$ cat src/rtl/frame_pkg.sv
// Shared definitions for the frame deframer slice.
//   state_t      : deframer FSM state encoding
//   CRC_POLY     : CRC-16-CCITT generator polynomial
//   DEF_HEADER   : default frame-start pattern for a 16-bit word
//   DEF_TRAILER  : default frame-end pattern for a 16-bit word
//   is_onehot16  : true when exactly one bit of a (zero-extended) field is set
package frame_pkg;

  typedef enum logic [2:0] {
    ST_IDLE,
    ST_HDR2,
    ST_CTRL,
    ST_PAYLOAD,
    ST_CRC,
    ST_TRL1,
    ST_TRL2,
    ST_DRAIN
  } state_t;

  localparam logic [15:0] CRC_POLY    = 16'h1021;
  localparam logic [31:0] DEF_HEADER  = 32'hE0E0E0E0;
  localparam logic [31:0] DEF_TRAILER = 32'h0E0E0E0E;

  function automatic logic is_onehot16(input logic [15:0] v);
    return (v != '0) && ((v & (v - 16'd1)) == '0);
  endfunction

endpackage

$ cat src/rtl/crc16_par.sv
// One DATA_W-bit step of CRC-16-CCITT (no reflection), data consumed MSB first.
//   crc_in  : CRC before this word
//   data    : word to fold into the CRC
//   crc_out : CRC after this word
module crc16_par
  import frame_pkg::*;
#(
  parameter int DATA_W = 16
) (
  input  logic [15:0]       crc_in,
  input  logic [DATA_W-1:0] data,
  output logic [15:0]       crc_out
);

  logic fb;

  always_comb begin
    crc_out = crc_in;
    fb      = 1'b0;
    for (int unsigned i = 0; i < DATA_W; i++) begin
      fb      = crc_out[15] ^ data[DATA_W-1-i];
      crc_out = {crc_out[14:0], 1'b0} ^ ({16{fb}} & CRC_POLY);
    end
  end

endmodule

$ cat src/rtl/frame_deframer.sv
// Frame deframer: hunts for HEADER, reads a CTRL word (one-hot channel plus
// payload length - 1), buffers the payload while running CRC-16-CCITT over it,
// checks the CRC word and TRAILER, then replays the payload (optionally
// Gray-coded as one long number) on a valid/ready output.
//   clk_in, rst_n            : clock, asynchronous active-low reset
//   data_in/_vld/_rdy        : input word stream (rdy low only while draining)
//   out_data/out_ch/out_vld/out_last/out_rdy : payload output stream
//   crc_valid_o/crc_err/frm_err : single-cycle frame status pulses
module frame_deframer
  import frame_pkg::*;
#(
  parameter int                    DATA_W    = 16,
  parameter int                    N_CH      = 8,
  parameter int                    MAX_WORDS = 8,
  parameter logic [2*DATA_W-1:0]   HEADER    = {(DATA_W/16){DEF_HEADER}},
  parameter logic [2*DATA_W-1:0]   TRAILER   = {(DATA_W/16){DEF_TRAILER}},
  parameter int                    GRAY_EN   = 1
) (
  input  logic              clk_in,
  input  logic              rst_n,
  input  logic [DATA_W-1:0] data_in,
  input  logic              data_in_vld,
  output logic              data_in_rdy,
  output logic [DATA_W-1:0] out_data,
  output logic [N_CH-1:0]   out_ch,
  output logic              out_vld,
  output logic              out_last,
  input  logic              out_rdy,
  output logic              crc_valid_o,
  output logic              crc_err,
  output logic              frm_err
);

  localparam int LEN_W = $clog2(MAX_WORDS);
  localparam int IDX_W = (LEN_W > 0) ? LEN_W : 1;

  localparam logic [DATA_W-1:0] HDR_HI = HEADER[2*DATA_W-1:DATA_W];
  localparam logic [DATA_W-1:0] HDR_LO = HEADER[DATA_W-1:0];
  localparam logic [DATA_W-1:0] TRL_HI = TRAILER[2*DATA_W-1:DATA_W];
  localparam logic [DATA_W-1:0] TRL_LO = TRAILER[DATA_W-1:0];

  state_t            state;
  logic [15:0]       crc_q;
  logic [15:0]       crc_next;
  logic              crc_ok;
  logic [N_CH-1:0]   ch_q;
  logic [IDX_W-1:0]  len_m1;
  logic [IDX_W-1:0]  wr_idx;
  logic [IDX_W-1:0]  rd_idx;
  logic              prev_lsb;
  logic [IDX_W-1:0]  ctrl_len;
  logic [15:0]       ch_ext;
  logic [DATA_W-1:0] wr_word;
  logic              accept;
  logic              buf_we;

  logic [DATA_W-1:0] pbuf [MAX_WORDS];

  assign data_in_rdy = (state != ST_DRAIN);
  assign accept      = data_in_vld && data_in_rdy;
  assign buf_we      = accept && (state == ST_PAYLOAD);
  assign ch_ext      = 16'(data_in[N_CH-1:0]);

  generate
    if (LEN_W > 0) begin : g_len
      assign ctrl_len = data_in[N_CH +: LEN_W];
    end else begin : g_nolen
      assign ctrl_len = '0;
    end
  endgenerate

  // Gray code over the whole payload as one number: each word's shifted-in
  // MSB is the previous word's LSB, so the coding is applied while storing.
  generate
    if (GRAY_EN != 0) begin : g_gray
      assign wr_word = data_in ^ {prev_lsb, data_in[DATA_W-1:1]};
    end else begin : g_plain
      assign wr_word = data_in;
    end
  endgenerate

  crc16_par #(.DATA_W(DATA_W)) u_crc (
    .crc_in  (crc_q),
    .data    (data_in),
    .crc_out (crc_next)
  );

  // Payload store; contents are don't-care outside a frame, so no reset.
  always_ff @(posedge clk_in) begin
    if (buf_we) begin
      pbuf[wr_idx] <= wr_word;
    end
  end

  always_ff @(posedge clk_in or negedge rst_n) begin
    if (!rst_n) begin
      state       <= ST_IDLE;
      crc_q       <= '0;
      crc_ok      <= 1'b0;
      ch_q        <= '0;
      len_m1      <= '0;
      wr_idx      <= '0;
      rd_idx      <= '0;
      prev_lsb    <= 1'b0;
      out_data    <= '0;
      out_ch      <= '0;
      out_vld     <= 1'b0;
      out_last    <= 1'b0;
      crc_valid_o <= 1'b0;
      crc_err     <= 1'b0;
      frm_err     <= 1'b0;
    end else begin
      crc_valid_o <= 1'b0;
      crc_err     <= 1'b0;
      frm_err     <= 1'b0;
      case (state)
        ST_IDLE: begin
          if (accept && (data_in == HDR_HI)) begin
            state <= ST_HDR2;
          end
        end
        ST_HDR2: begin
          if (accept) begin
            if (data_in == HDR_LO) begin
              state <= ST_CTRL;
            end else if (data_in != HDR_HI) begin
              state <= ST_IDLE;
            end
          end
        end
        ST_CTRL: begin
          if (accept) begin
            if (!is_onehot16(ch_ext)) begin
              frm_err <= 1'b1;
              state   <= ST_IDLE;
            end else begin
              ch_q     <= data_in[N_CH-1:0];
              len_m1   <= ctrl_len;
              wr_idx   <= '0;
              prev_lsb <= 1'b0;
              crc_q    <= '0;
              state    <= ST_PAYLOAD;
            end
          end
        end
        ST_PAYLOAD: begin
          if (accept) begin
            crc_q    <= crc_next;
            prev_lsb <= data_in[0];
            wr_idx   <= wr_idx + IDX_W'(1);
            if (wr_idx == len_m1) begin
              state <= ST_CRC;
            end
          end
        end
        ST_CRC: begin
          if (accept) begin
            crc_ok <= (data_in[15:0] == crc_q);
            state  <= ST_TRL1;
          end
        end
        ST_TRL1: begin
          if (accept) begin
            if (data_in == TRL_HI) begin
              state <= ST_TRL2;
            end else begin
              frm_err <= 1'b1;
              state   <= ST_IDLE;
            end
          end
        end
        ST_TRL2: begin
          if (accept) begin
            if (data_in != TRL_LO) begin
              frm_err <= 1'b1;
              state   <= ST_IDLE;
            end else if (!crc_ok) begin
              crc_err <= 1'b1;
              state   <= ST_IDLE;
            end else begin
              crc_valid_o <= 1'b1;
              out_vld     <= 1'b1;
              out_data    <= pbuf[0];
              out_ch      <= ch_q;
              out_last    <= (len_m1 == '0);
              rd_idx      <= IDX_W'(1);
              state       <= ST_DRAIN;
            end
          end
        end
        ST_DRAIN: begin
          if (out_vld && out_rdy) begin
            if (out_last) begin
              out_vld  <= 1'b0;
              out_last <= 1'b0;
              out_data <= '0;
              out_ch   <= '0;
              state    <= ST_IDLE;
            end else begin
              out_data <= pbuf[rd_idx];
              out_last <= (rd_idx == len_m1);
              rd_idx   <= rd_idx + IDX_W'(1);
            end
          end
        end
        default: state <= ST_IDLE;
      endcase
    end
  end

endmodule
$ cat config.mk
export PLATFORM = sky130hd
export DESIGN_NAME = frame_deframer
export DESIGN_NICKNAME = d
export VERILOG_FILES = /design/src/rtl/frame_pkg.sv /design/src/rtl/crc16_par.sv /design/src/rtl/frame_deframer.sv
export SDC_FILE = /design/constraint.sdc
export NUM_CORES = 1
export LEC_CHECK = 0
export CORE_MARGIN = 3
export CORE_UTILIZATION = 45
export CTS_CLUSTER_DIAMETER = 30
export DETAILED_ROUTE_END_ITERATION = 8
export GPL_TIMING_DRIVEN = 0
export PLACE_DENSITY = 0.65
export SETUP_SLACK_MARGIN = 0.1
export SYNTH_ARGS = -nofsm -noshare
export SYNTH_HDL_FRONTEND = slang
export SYNTH_HIERARCHICAL = 1
export SYNTH_SLANG_ARGS = --single-unit
$ cat constraint.sdc
create_clock -name clk_in -period 3.2 [get_ports clk_in]
set_input_delay 0.48 -clock clk_in [delete_from_list [all_inputs] [get_ports clk_in]]
set_output_delay 0.48 -clock clk_in [all_outputs]
set_load 0.02 [all_outputs]
* Word level (Yosys, flattened, before mapping)
Memories as Yosys holds them, arrays and structs flattened.
Cells that the tools add are included.
** Operators by class
- $add $sub $neg :: 3
- Eq/ne operators :: 30
- Muxes and demuxes :: 76
- Bitwise logic cells :: 34
- Reduce and logical (&&, ||, !) cells :: 18
** Operators with widths (count)
- $xor A16 B13 Y16 :: 16
- $mux W16 :: 8
- $mux W3 :: 23
- $pmux W16 S2 :: 2
- $mux W8 :: 5
- $mux W1 :: 29
- $ne A2 B2 Y1 const B :: 13
- $pmux W3 S8 :: 1
- $and A8 B16 Y16 :: 1
- $eq A16 B12 Y1 const B :: 1
- $eq A16 B16 Y1 :: 1
- $eq A16 B16 Y1 const B :: 1
- $logic_not A16 Y1 :: 1
- $ne A16 B12 Y1 const B :: 1
- $ne A16 B16 Y1 const B :: 1
- $pmux W8 S2 :: 1
- $reduce_bool A16 Y1 :: 1
- $xor A1 B1 Y1 :: 16
- $xor A16 B16 Y16 :: 1
- $eq A3 B3 Y1 const B :: 4
- $pmux W3 S2 :: 2
- $reduce_and A6 Y1 :: 2
- $reduce_and A11 Y1 :: 1
- $sub A8 B1 Y9 const B :: 1
- other kinds (16) :: 28
** Storage, ports and cells
- Register bits after elaboration :: 67
- Bits in writable memories :: 128
- Input bits :: 20
- Output and inout port bits :: 30
- Word-level logic and storage cells :: 177
- Memories :: 1
** Memories
- pbuf :: depth 8, bits a word 16, rd ports 2, clocked after Yosys merged registers in 0, wr ports 1, RTL line frame_deframer.sv:57 : logic [DATA_W-1:0] pbuf [MAX_WORDS];

* Logic depth before layout (Yosys ltp)
- Word-level depth :: 34
- Mapped depth :: 8
- Depth with buffers taken out :: 7

* Modules after synthesis
The synthesis kept the hierarchy.
** Modules (own cells, without submodules)
- frame_deframer :: times used 1, cells each 660, area an instance 8723.4 sq um, seq. area each 5520.3 sq um
- crc16_par :: times used 1, cells each 51, area an instance 560.5 sq um, seq. area each 0.0 sq um

* Worst setup path after synthesis
No wires, ideal clock.
- Kind :: reg-to-reg
- From :: register state[1]
- To :: memory pbuf[2][0] (enable)
- Library setup time :: 0.436 ns
- Arrival :: 2.665 ns
- Data required time :: 2.764 ns
- Path slack :: 0.099 ns
- Stages on the path, launching flop included :: 4
- Path buffers :: 1
- Clock period less this slack :: 3.101 ns
- Cell sequence :: dfrtp_1 clkbuf_1 nand3_1 nor4b_1
** Between the ends
- Word-level cells in the longest chain between the ends :: 5
- Elaborated cells on any way between the ends :: 6
- Those cells by class :: eq/ne: 2; mux: 2; reduce/logical: 2
** RTL lines
- start: declaration :: RTL line frame_deframer.sv:42 : state_t state;
- start signal: assignment :: RTL line frame_deframer.sv:97 : state <= ST_IDLE;
- start signal: assignment :: RTL line frame_deframer.sv:119 : state <= ST_HDR2;
- start signal: assignment :: RTL line frame_deframer.sv:125 : state <= ST_CTRL;
- $ne A3 B3 Y1 :: RTL line frame_deframer.sv:59 : assign data_in_rdy = (state != ST_DRAIN);
- $logic_and A1 B1 Y1 :: RTL line frame_deframer.sv:60 : assign accept = data_in_vld && data_in_rdy;
- $logic_and A1 B1 Y1 (*) :: RTL line frame_deframer.sv:61 : assign buf_we = accept && (state == ST_PAYLOAD);
- $mux W1 (*) :: RTL line frame_deframer.sv:90 : if (buf_we) begin
- $mux W1 (not written as such) (*) :: RTL line frame_deframer.sv:91 : pbuf[wr_idx] <= wr_word;
- end: declaration :: RTL line frame_deframer.sv:57
Mark *: on every way between the ends. The rest lies on a longest branch, timed or not.

* Worst setup path in the final report
- From :: input port data_in_vld
- To :: memory pbuf[6][3] (enable)
** Between the ends
- Word-level cells in the longest chain between the ends :: 4
** RTL lines
- start: declaration :: RTL line frame_deframer.sv:22 : input logic data_in_vld,
- $logic_and A1 B1 Y1 :: RTL line frame_deframer.sv:60
- $logic_and A1 B1 Y1 :: RTL line frame_deframer.sv:61
- $mux W1 :: RTL line frame_deframer.sv:90
- $mux W1 (not written as such) :: RTL line frame_deframer.sv:91
Every way passes these cells.

==> impl_metrics.env <==
export IMPL_portBuffers=49
export IMPL_areaGrowthSynthToFinish_pct=17.44
export IMPL_final_layout_size_suffix_gt1_share_pct=10.96
export IMPL_grt_max_degree=56
export IMPL_wirelength_um=21230
export IMPL_setup_viol=0
export IMPL_ys_warn_count=6
export IMPL_required_ns=3.33
export IMPL_ys_seq_area_share_pct=59.46
export IMPL_num_antenna_cells=0
export IMPL_synth_simple_area_share_pct=7.237
export IMPL_synthXorXnorAreaFrac_pct=8.598
export IMPL_syn_area_mm2=0.009284
export IMPL_maxSlewHeadroom_pct=35.70
export IMPL_rows=51
export IMPL_synth_common_cells="edfxtp_1 (128), nand2_1 (68), dfrtp_1 (67), mux2i_1 (65)"
export IMPL_synth_top_family_by_area="compound AO/OA/AOI/OAI gates"
export IMPL_drt_vias_per_instance=5.492
export IMPL_syn_inst=711
export IMPL_core_region_area_mm2=0.01985
export IMPL_avgSynthCellArea_um2=13.06
export IMPL_setup_tns_ns=0
export IMPL_dieArea_mm2=0.02239
export IMPL_grt_pass1_wl_um=33280
export IMPL_antenna_found_initial=0
export IMPL_synth_compound_area_share_pct=9.636
export IMPL_ys_top_cells_by_area="edfxtp_1 (41%), dfrtp_1 (18%), mux2i_1 (7.0%), xnor2_1 (4.8%), a22oi_1 (4.1%)"
export IMPL_die_w_um=149.6
export IMPL_cp_end_kind="flop"
export IMPL_run_status="complete, no violations"
export IMPL_place_congestion=0.8666
export IMPL_clock_sinks=195
export IMPL_hold_viol_final=0
export IMPL_report_final_slew_viol_count=0
export IMPL_drc=0
export IMPL_synth_seq_cells=195
export IMPL_rsz0062_at_grt="no"
export IMPL_cts_htree_levels=4
export IMPL_period_minus_slack_ns=2.917
export IMPL_die_h_um=149.6
export IMPL_cts_buffers=17
export IMPL_critPathKind="in2reg"
export IMPL_synth_most_common_cell="edfxtp_1"
export IMPL_initial_core_util_pct=46.78
export IMPL_first_global_vias=6054
export IMPL_power_mw=5.294
export IMPL_initialDrtViolationCount=436
export IMPL_finClkSkew_ns=0.01091
export IMPL_async_reset_ff_share_pct=34.36
export IMPL_synth_nets=757
export IMPL_yosysTopAreaCell="edfxtp_1"
export IMPL_r2r_cells=5
export IMPL_synthMuxAreaShare_pct=8.747
export IMPL_ys_types=52
export IMPL_tightest_slew_ns=0.9566
export IMPL_r2r_end="pbuf[0][4]"
export IMPL_antenna_left=0
export IMPL_final_nets=836
export IMPL_maxCapViolCount=0
export IMPL_cts_tree="yes"
export IMPL_fmax_ghz=0.3428
export IMPL_worstSkewPairLatency_ns=0.43
export IMPL_crit_path_start_kind="primary input"
export IMPL_p_per_area_mw_per_mm2=485.6
export IMPL_crit_fanout=11
export IMPL_dr_total_vias=5865
export IMPL_synth_edf_count=128
export IMPL_vdd_drop_max_uv=332.2
export IMPL_first_pass_iters=5
export IMPL_synth_flop_cell="edfxtp_1"
export IMPL_clkSlewWorstSetupHoldPaths_ns=0.07
export IMPL_rrSetupSlack_ns=0.43
export IMPL_reg2reg_from="state[1]"
export IMPL_drt_wirelength_per_cell_um=19.88
export IMPL_synth_fa_ha_area_share_pct=3.504
export IMPL_yosysTopAreaCellShare_pct=41.40
export IMPL_dp_hpwl_um=15160
export IMPL_power_leakage_nw=4.064
export IMPL_io_pins=50
export IMPL_arrival_ns=3.05
export IMPL_grt_ovfl_total=0
export IMPL_clock_path_buffers=2
export IMPL_hp_class="in2async"
export IMPL_grt_use_total_pct=19.82
export IMPL_finalCritPeriodShare_pct=91.15
export IMPL_clockRootBuffer="clkbuf_16"
==> worst max-delay path by stage <==
stage / from / end / slack (ns) / cells after the start
after floorplan: data_in_vld / pbuf[6][0] / 0.14 / 5
after global placement: data_in_vld / pbuf[6][9] / -1.69 / 6
after detailed placement: data_in[7] / out_data[12] / -0.40 / 8
after CTS: state[0] / data_in_rdy / 0.08 / 5
after global routing: data_in[0] / out_data[13] / 0.15 / 8
final: data_in_vld / pbuf[6][3] / 0.28 / 7
==> through the flow <==
stage / hold WS, ns / area, µm² / worst slack [ns] / cells / util [%]
after global routing: 0.4321 / 10900 / 0.1493 / 1068 / 54.94
after detailed placement: 0.3444 / 10280 / -0.4026 / 1035 / 51.81
after global placement: 0.4615 / 10110 / -1.689 / 1025 / 50.96
final: 0.4386 / 10900 / 0.2832 / 1068 / 54.94
after floorplan: 0.1844 / 9290 / 0.1405 / 711 / -
after CTS: 0.4298 / 10900 / 0.08353 / 1068 / 54.92
==> worst max-delay path: stages <==
cell and delay (ns):
clkdlybuf4s50_1 0.58, nor2b_1 0.25, nand2_1 0.22, nor2_2 0.45, nand2_1 0.26, nor3b_2 0.55
buf_6 0.25
==> where the power goes <==
group          internal, mW  total, mW  leakage, nW  switching [mW]
Clock                  1.11       2.10        0.293           0.989
Combinational         0.177      0.460         1.79           0.283
Sequential             2.72       2.73         1.98         0.00845
Total                  4.01       5.29         4.06            1.28
==> state kept, by name (all words and copies together), names as in the netlist, 3 cells and up <==
name / count
pbuf: 128
ch_q: 8
len_m1: 3
wr_idx: 3
crc_q: 16
state: 3
out_data: 16
rd_idx: 3
out_ch: 8
==> cells in the final DEF (no fill, tap or decap), types with 6 or more instances in the layout <==
cell type / netlist / final
nand4_1: 10 / 10
a32oi_1: 15 / 15
inv_1: 23 / 23
a22oi_1: 51 / 51
ha_1: 26 / 26
buf_4: 2 / 6
clkbuf_16: 0 / 17
nor2_1: 15 / 12
clkbuf_1: 28 / 24
nand3_1: 16 / 16
mux2_4: 10 / 10
dfrtp_1: 67 / 67
nand2_1: 68 / 68
buf_2: 8 / 8
nor3_1: 9 / 6
xnor2_1: 51 / 51
xor2_1: 18 / 18
a21oi_1: 7 / 7
nor2b_1: 6 / 6
mux2i_1: 65 / 65
edfxtp_1: 128 / 128
clkdlybuf4s50_1: 0 / 48
o21ai_0: 40 / 40
==> final cells by class <==
class	instances	area [µm²]
fill	1648	8942
sequential	195	5520
tap	265	331.6
inverter	24	90.09
multi-input combinational	453	3557
buffer	39	176.4
clock buffer	17	425.4
clock inverter	15	171.4
timing repair buffer	60	630.6
==> cell families after synthesis <==
logic type / after synthesis
xor gates and xnor gates: 78
muxes: 76
DFF: 195
adders and majority gates: 26
buffers and inverters: 63
AOI/OAI and AO/OA: 132
and+or+nand+nor: 141
==> repair_timing <==
| item | 4_1_cts | 5_1_grt |
|---|---|---|
| gates cloned | 0 | 0 |
| endpoints found under the setup margin | 26 | 6 |
| hold buffers | 1 | 0 |
| buffers inserted | 0 | 0 |
| resized for setup | 3 | 6 |
| hold endpoints to repair | 12 | 0 |
==> routing by layer <==
layer  wire length, µm  vias up  track usage (%)
li1                  -     2787                -
met1              8731     2893            24.69
met2             11060      160            35.18
met3              1049       25            3.937
met4               392        0            5.629
met5                 0        -                0
No activity file was read; power rests on OpenSTA's default activity.
